===== src/rtl/load_store_unit.sv =====
// Byte-addressed load/store front end for a word-addressed, 1-cycle synchronous-read data memory.
// Sub-word loads are lane-extracted and extended; sub-word stores are done as read-modify-write.
module load_store_unit #(
   parameter int SIZE     = 32,
   parameter int MEM_SIZE = 1024
) (
   input  logic            clk,
   input  logic            rst_n,
   input  logic            req,
   input  logic            wr,
   input  logic [1:0]      size,
   input  logic            is_signed,
   input  logic [SIZE-1:0] addr,
   input  logic [SIZE-1:0] wdata,
   output logic            busy,
   output logic            done,
   output logic            err,
   output logic [SIZE-1:0] rdata,
   output logic [SIZE-1:0] mem_addr,
   output logic            mem_we,
   output logic [SIZE-1:0] mem_din,
   input  logic [SIZE-1:0] mem_dout
);

   typedef enum logic [2:0] {
      IDLE,
      RD,
      WT,
      WR,
      DN
   } state_t;

   state_t          state_q, state_d;
   logic            wr_q, wr_d;
   logic [1:0]      size_q, size_d;
   logic            signed_q, signed_d;
   logic [1:0]      lane_q, lane_d;
   logic [15:0]     wdata_q, wdata_d;
   logic [SIZE-1:0] mem_addr_q, mem_addr_d;
   logic [SIZE-1:0] mem_din_q, mem_din_d;
   logic [SIZE-1:0] rdata_q, rdata_d;
   logic            err_q, err_d;

   logic [SIZE-1:0] word_idx;
   logic            access_err;
   logic [4:0]      shamt;
   logic [15:0]     lane_data;
   logic [SIZE-1:0] byte_mask;
   logic [SIZE-1:0] half_mask;
   logic [SIZE-1:0] load_val;
   logic [SIZE-1:0] store_val;

   // Request decode works on the live inputs, since it is only consulted in IDLE.
   always_comb begin
      word_idx   = {2'b00, addr[SIZE-1:2]};
      access_err = 1'b0;
      if (size == 2'b11)
         access_err = 1'b1;
      if ((size == 2'b01) && addr[0])
         access_err = 1'b1;
      if ((size == 2'b10) && (addr[1:0] != 2'b00))
         access_err = 1'b1;
      if (word_idx >= SIZE'(MEM_SIZE))
         access_err = 1'b1;
   end

   // Lane shift is 8*k for bytes; halfwords are aligned so the same shift gives 16*h.
   always_comb begin
      shamt     = {lane_q, 3'b000};
      lane_data = 16'(mem_dout >> shamt);
      byte_mask = SIZE'(8'hFF) << shamt;
      half_mask = SIZE'(16'hFFFF) << shamt;

      case (size_q)
         2'b00: begin
            if (signed_q)
               load_val = {{(SIZE-8){lane_data[7]}}, lane_data[7:0]};
            else
               load_val = {{(SIZE-8){1'b0}}, lane_data[7:0]};
         end
         2'b01: begin
            if (signed_q)
               load_val = {{(SIZE-16){lane_data[15]}}, lane_data};
            else
               load_val = {{(SIZE-16){1'b0}}, lane_data};
         end
         default: load_val = mem_dout;
      endcase

      case (size_q)
         2'b00:   store_val = (mem_dout & ~byte_mask) | (SIZE'(wdata_q[7:0]) << shamt);
         2'b01:   store_val = (mem_dout & ~half_mask) | (SIZE'(wdata_q) << shamt);
         default: store_val = mem_dout;
      endcase
   end

   always_comb begin
      state_d    = state_q;
      wr_d       = wr_q;
      size_d     = size_q;
      signed_d   = signed_q;
      lane_d     = lane_q;
      wdata_d    = wdata_q;
      mem_addr_d = mem_addr_q;
      mem_din_d  = mem_din_q;
      rdata_d    = rdata_q;
      err_d      = err_q;

      case (state_q)
         IDLE: begin
            err_d = 1'b0;
            if (req) begin
               wr_d       = wr;
               size_d     = size;
               signed_d   = is_signed;
               lane_d     = addr[1:0];
               wdata_d    = wdata[15:0];
               mem_addr_d = word_idx;
               if (access_err) begin
                  err_d   = 1'b1;
                  state_d = DN;
               end else if (wr && (size == 2'b10)) begin
                  mem_din_d = wdata;
                  state_d   = WR;
               end else begin
                  state_d = RD;
               end
            end
         end
         RD: state_d = WT;
         WT: begin
            if (wr_q) begin
               mem_din_d = store_val;
               state_d   = WR;
            end else begin
               rdata_d = load_val;
               state_d = DN;
            end
         end
         WR: state_d = DN;
         DN: begin
            err_d   = 1'b0;
            state_d = IDLE;
         end
         default: state_d = IDLE;
      endcase
   end

   always_ff @(posedge clk or negedge rst_n) begin
      if (!rst_n) begin
         state_q    <= IDLE;
         wr_q       <= 1'b0;
         size_q     <= 2'b00;
         signed_q   <= 1'b0;
         lane_q     <= 2'b00;
         wdata_q    <= '0;
         mem_addr_q <= '0;
         mem_din_q  <= '0;
         rdata_q    <= '0;
         err_q      <= 1'b0;
      end else begin
         state_q    <= state_d;
         wr_q       <= wr_d;
         size_q     <= size_d;
         signed_q   <= signed_d;
         lane_q     <= lane_d;
         wdata_q    <= wdata_d;
         mem_addr_q <= mem_addr_d;
         mem_din_q  <= mem_din_d;
         rdata_q    <= rdata_d;
         err_q      <= err_d;
      end
   end

   // Write enable decodes straight from state so an async reset kills it at once.
   assign busy     = (state_q != IDLE);
   assign done     = (state_q == DN);
   assign mem_we   = (state_q == WR);
   assign err      = err_q;
   assign rdata    = rdata_q;
   assign mem_addr = mem_addr_q;
   assign mem_din  = mem_din_q;

endmodule

===== config.mk =====
export PLATFORM = sky130hd
export DESIGN_NAME = load_store_unit
export DESIGN_NICKNAME = d
export VERILOG_FILES = /design/src/rtl/load_store_unit.sv
export SDC_FILE = /design/constraint.sdc
export NUM_CORES = 1
export LEC_CHECK = 0
export CAP_MARGIN = 10
export CORE_UTILIZATION = 51
export CTS_CLUSTER_DIAMETER = 80
export DETAILED_ROUTE_END_ITERATION = 6
export MAX_ROUTING_LAYER = met4
export PLACE_DENSITY_LB_ADDON = 0.25
export SLEW_MARGIN = 5
export SYNTH_ARGS = -nofsm -noshare
export SYNTH_HDL_FRONTEND = slang
export SYNTH_SLANG_ARGS = --single-unit

===== constraint.sdc =====
create_clock -name clk -period 4.2 [get_ports clk]
set_clock_uncertainty 0.2 [all_clocks]
set_input_delay 0.84 -clock clk [delete_from_list [all_inputs] [get_ports clk]]
set_output_delay 0.84 -clock clk [all_outputs]
set_load 0.03 [all_outputs]

* Word-level counts from Yosys, hierarchy flattened
Cells that the tools add are included.
Storage, ports and cells: flip-flop bits (word level) 120, input bits 103, output and inout bits 100, word-level logic and storage cells 68
Cells by class: $lt $le $gt $ge 1, equal/unequal tests 12, shift-type cells 5, mux-type cells 21, bitwise gates (word level) 7, reduce and logical (&&, ||, !) cells 12
Operators by type and width (count):
- two-way mux 32 bit | 6
- one-hot mux 32 bit (2 select lines) | 3
- AND 32 bit | 2
- inverter 32 bit | 2
- OR 32 bit | 2
- left shift 16 x 5 -> 32 bit | 1
- left shift 16 x 5 -> 32 bit, first input constant | 1
- left shift 8 x 5 -> 32 bit | 1
- left shift 8 x 5 -> 32 bit, first input constant | 1
- >> shifter 32 x 5 -> 16 bit | 1
- >= comparator 30 x 11 -> 1 bit, second input constant | 1
- one-hot mux 3 bit (4 select lines) | 1
- two-way mux 3 bit | 3
- inequality test 2 bit, second input constant | 4
- equality test 3 x 2 -> 1 bit, second input constant | 2
- two-way mux 1 bit | 6
- nonzero test 2 bit | 3
- AND reduction 5 bit | 1
- equality test 2 x 1 -> 1 bit, second input constant | 2
- equality test 2 bit, second input constant | 2
- AND reduction 2 bit | 2
- equality test 3 x 1 -> 1 bit, second input constant | 1
- equality test 3 bit, second input constant | 1
- logical AND 1 bit | 3
- 6 further kinds | 6

* Longest topological paths before layout
word-level depth 8, mapped depth 8, gate-level depth less buffers 7

* Worst setup path before layout
OpenSTA, ideal clock, no wires.
path type input to register, start input req, end register mem_din_q[10], in the netlist mem_din[10], arrival 2.079 ns, slack 1.796 ns, cell stages on the path 6, buffers on the path 1, path through nor4b_2 -> nand4b_1 -> a21oi_1 -> o21ai_2 -> buf_6 -> mux2_4
On the way: cells in the longest elaborated chain, start to end 2
RTL lines:
- from (decl) | RTL line 9 | input logic req,
- inequality test 2 bit (no line)
- AND reduction 5 bit (no line)
- to (signal assigned) | RTL line 169 | mem_din_q <= mem_din_d;
- to (decl) | RTL line 40 | logic [SIZE-1:0] mem_din_q, mem_din_d;
No other way between the ends. A chain may end at the register's enable or synchronous reset.

* Worst setup path in the final report
start register state_q[1], end output busy
On the way: cells in the longest elaborated chain, start to end 1
RTL lines:
- from (decl) | RTL line 33 | state_t state_q, state_d;
- from (signal assigned) | RTL line 162 | state_q <= state_d;
- nonzero test 3 bit | RTL line 176 | assign busy = (state_q != IDLE);
- to (decl) | RTL line 15 | output logic busy,
No other way between the ends.

==> results.md <==
- FP Rows: 40
- Post-synth EDFFs: 0
- Max cap viols: 0
- Largest net degree at the start of global routing: 68
- Ant. Diodes: 0
- Drt first pass iters: 7
- WP buf/inv: 1
- DR DRC count: 1
- Post-Syn Instances: 611
- Unique masters post-synth: 48
- Via/cell ratio: about 6.0
- WL met2: between 9000 and 10000 um
- Clk_lat worst skew: 420 ps
- Leading area contributor after synthesis: dfrtp_1
- Sequential-to-total area share from yosys stat: 47.3%
- Cts repair resizes: 0
- Routed WL: 20200 um
- Initial Util: 52.7%
- VDD IR max: slightly above 0.0004 V
- Number of clock sinks: 120
- Num CTS Buffers: 17
- Area grow syn2layout: 44.4%
- Setup TNS: 0 ps
- Synth Register Bits: 120
- DR vias: 5884
- DRT antenna net count: 0
- Root buffer cell: clkbuf_16
- Worst R2R Start: state_q[1]
- Postcts setup bufs: 0
- Full die area: approximately 13000 um2
- HP Class: in2async
- Syn. warnings: 0
- Final #Nets: roughly 910
- Min Tclk post-route: 3100 ps
- Metal3 WL: 1590 um
- Top sig layer: met4
- Port Buffer Count: 200
- WP data arrival: 2060 ps
- PwrDens: 642 nW/um2
- Fmax: 323 MHz
- Reg2reg end: mem_din[19]
- CP startpoint kind: register
- Wl on met1: 8290 um
- Iter 0 DRT Violations: 538
- Crit path max-delay family: buffers and inverters
- GRT overflow: 0
- Synth top area share: 47.3%
- Max transition margin: 31.5%
- WS Path Type: reg2out
- CP cell instances: or3_1, clkdlybuf4s50_1
- Clk buf depth: 2
- Synth Cell Area: between 6000 and 7000 um2
- Final hold vios: 0
- Die W: roughly 110 um
- Non-Filler Instances: 983
- Initial antenna violation count: 0
- Fin. max-slew vios: 0
- Register clock-pin slew on the reported worst setup and hold paths: roughly 60 ps
- Die Ht: around 110 um
- I/O pin count: 203
- Synth Flop Type: dfrtp_1
- Post-CTS Hold Fix Bufs: 0
- Synth area leaders: dfrtp_1 47%, mux2_2 9.4%, mux2_4 6.1%, nand2_1 4.6%, o21ai_0 3.6%
- TritonCTS clock tree: done
- Failing checks: DRC
- LEAKAGE: 3.94 nW
- Syn Area/Cell: ~10 um2
- Critical Path RT: approximately 3200 ps
- Setup slack, reg-to-reg: 1180 ps
- Core Footprint: 12100 um2
- Htree depth: 4
- Crit-path max cell delay: 640 ps
- Global Route Usage Sum: 34.0%
- Setup crit start: state_q[1]
- Worst-Margin Slew: 1030 ps
- WL per Instance: 20.6 um
- Placed cells: 951
- Ys async rst share: 100%
- CP Max Fanout: 12
- R2R cell count: 8
- Crit-path slowest cell: clkdlybuf4s50_1
- First-pass GRT wire length: 32000 um
- Dpl hpwl: approximately 14000 um
- Outcome: finished, violations left
- Layout cells sized above 1: 16.4%
- RSZ-0062 raised after global routing: no
- Vias in the first global route: between 5000 and 6000
- Endpoint type of the worst setup path: output pin
- Tcrit/Tclk final: 73.8%
- Final setup viols: 0
- Routability cong.: 0.949
## worst register-to-register path: cells and delay by family (launching register included)
kind	cells	cell delay (ps)
AOI/OAI and AO/OA	2	420
buffers and inverters	3	870
DFF	1	590
muxes	1	320
and+or+nand+nor	2	490
## state kept, by name, summed over array words and instances (netlist names)
register,count
wdata_q,16
rdata,32
mem_din,32
size_q,2
signed_q,1
state_q,3
lane_q,2
mem_addr,30
wr_q,1
err,1
## cell families after synthesis
kind of cell / share of synthesized area (%)
fa+ha+maj: 0.788
simple gates: 12.6
compound gates: 17.1
buf+inv: 4.06
flops: 47.3
mux: 18.1
other cells: 0.0590
## cell type report
cell class                      instances  area, um2
Tap cell                              168        210
Inverter                               12       45.0
Clock buffer                           18        439
Timing Repair Buffer                  217       2140
Sequential cell                       120       3000
Fill cell                             842       2890
Clock inverter                         14        221
Multi-Input combinational cell        434       3120
## synthesized netlist by cell type, types with 2 or more instances
library cell    n
nand3_1        27
o311ai_0        3
buf_2           7
a221o_1         8
o21ai_0        46
and2_1          4
mux2i_1        16
nand2_1        78
nor2_1         39
mux2_2         53
a22oi_1        16
a21oi_1        19
o22ai_1         4
a221oi_1        8
nor2b_1        11
buf_4           2
o21ai_1         2
dfrtp_1       120
nor3_1          2
a222oi_1       18
ha_1            4
a31oi_1         9
nor4_1          5
a22o_1         13
mux2_4         26
nor3b_1         2
inv_1          11
buf_1           3
o211ai_1        5
buf_6           3
clkbuf_1       30
## metal layers
layer / global-route usage, % / vias up
met5: - / -
met4: 14.6 / 0
met3: 6.70 / 46
met2: 53.1 / 313
met1: 43.2 / 2883
li1: - / 2642
## placed cells by master (no fill, tap or decap), types with 3 or more instances in the layout
cell type,instances
dfrtp_1,120
a22oi_1,16
a221o_1,8
nor4_1,5
buf_4,17
nor2_1,39
inv_1,11
ha_1,4
o311ai_0,3
clkinvlp_4,3
bufinv_16,5
a222oi_1,18
a21oi_1,19
a22o_1,13
mux2_4,26
nor2b_1,11
nand3_1,27
and2_1,4
mux2i_1,16
a221oi_1,8
clkinv_4,4
mux2_2,53
clkbuf_16,17
a31oi_1,9
o22ai_1,4
clkdlybuf4s50_1,199
o21ai_0,46
o211ai_1,5
nand2_1,78
## stage by stage
step           cell area [um2]  utilization (%)  worst slack, ps  power [mW]  hold WS (ps)
3_5_place_dp              8510             70.6              818        4.27           275
6_report                  9180             76.1             1100        5.89           260
3_3_place_gp              8510             70.6              879        4.22           264
5_1_grt                   9180             76.1             1040        6.14           305
4_1_cts                   9180             76.1             1110        5.90           279
2_1_floorplan             6360                -             1800        3.18           301
## power breakdown
part	total, mW	switching [mW]	internal, mW
combinational	2.48	1.37	1.11
sequential	1.79	0.263	1.53
clock	1.62	0.546	1.07
total	5.89	2.18	3.71
## worst max path at each step
stage | to | slack (ps) | cells after the start
after floorplan | mem_din[10] | 1800 | 6
after global placement | mem_din[20] | 880 | 7
after detailed placement | mem_din[21] | 820 | 7
after CTS | busy | 1110 | 2
after global routing | mem_din[21] | 1040 | 8
final | busy | 1100 | 2
Power figures use the tool's default switching activity.
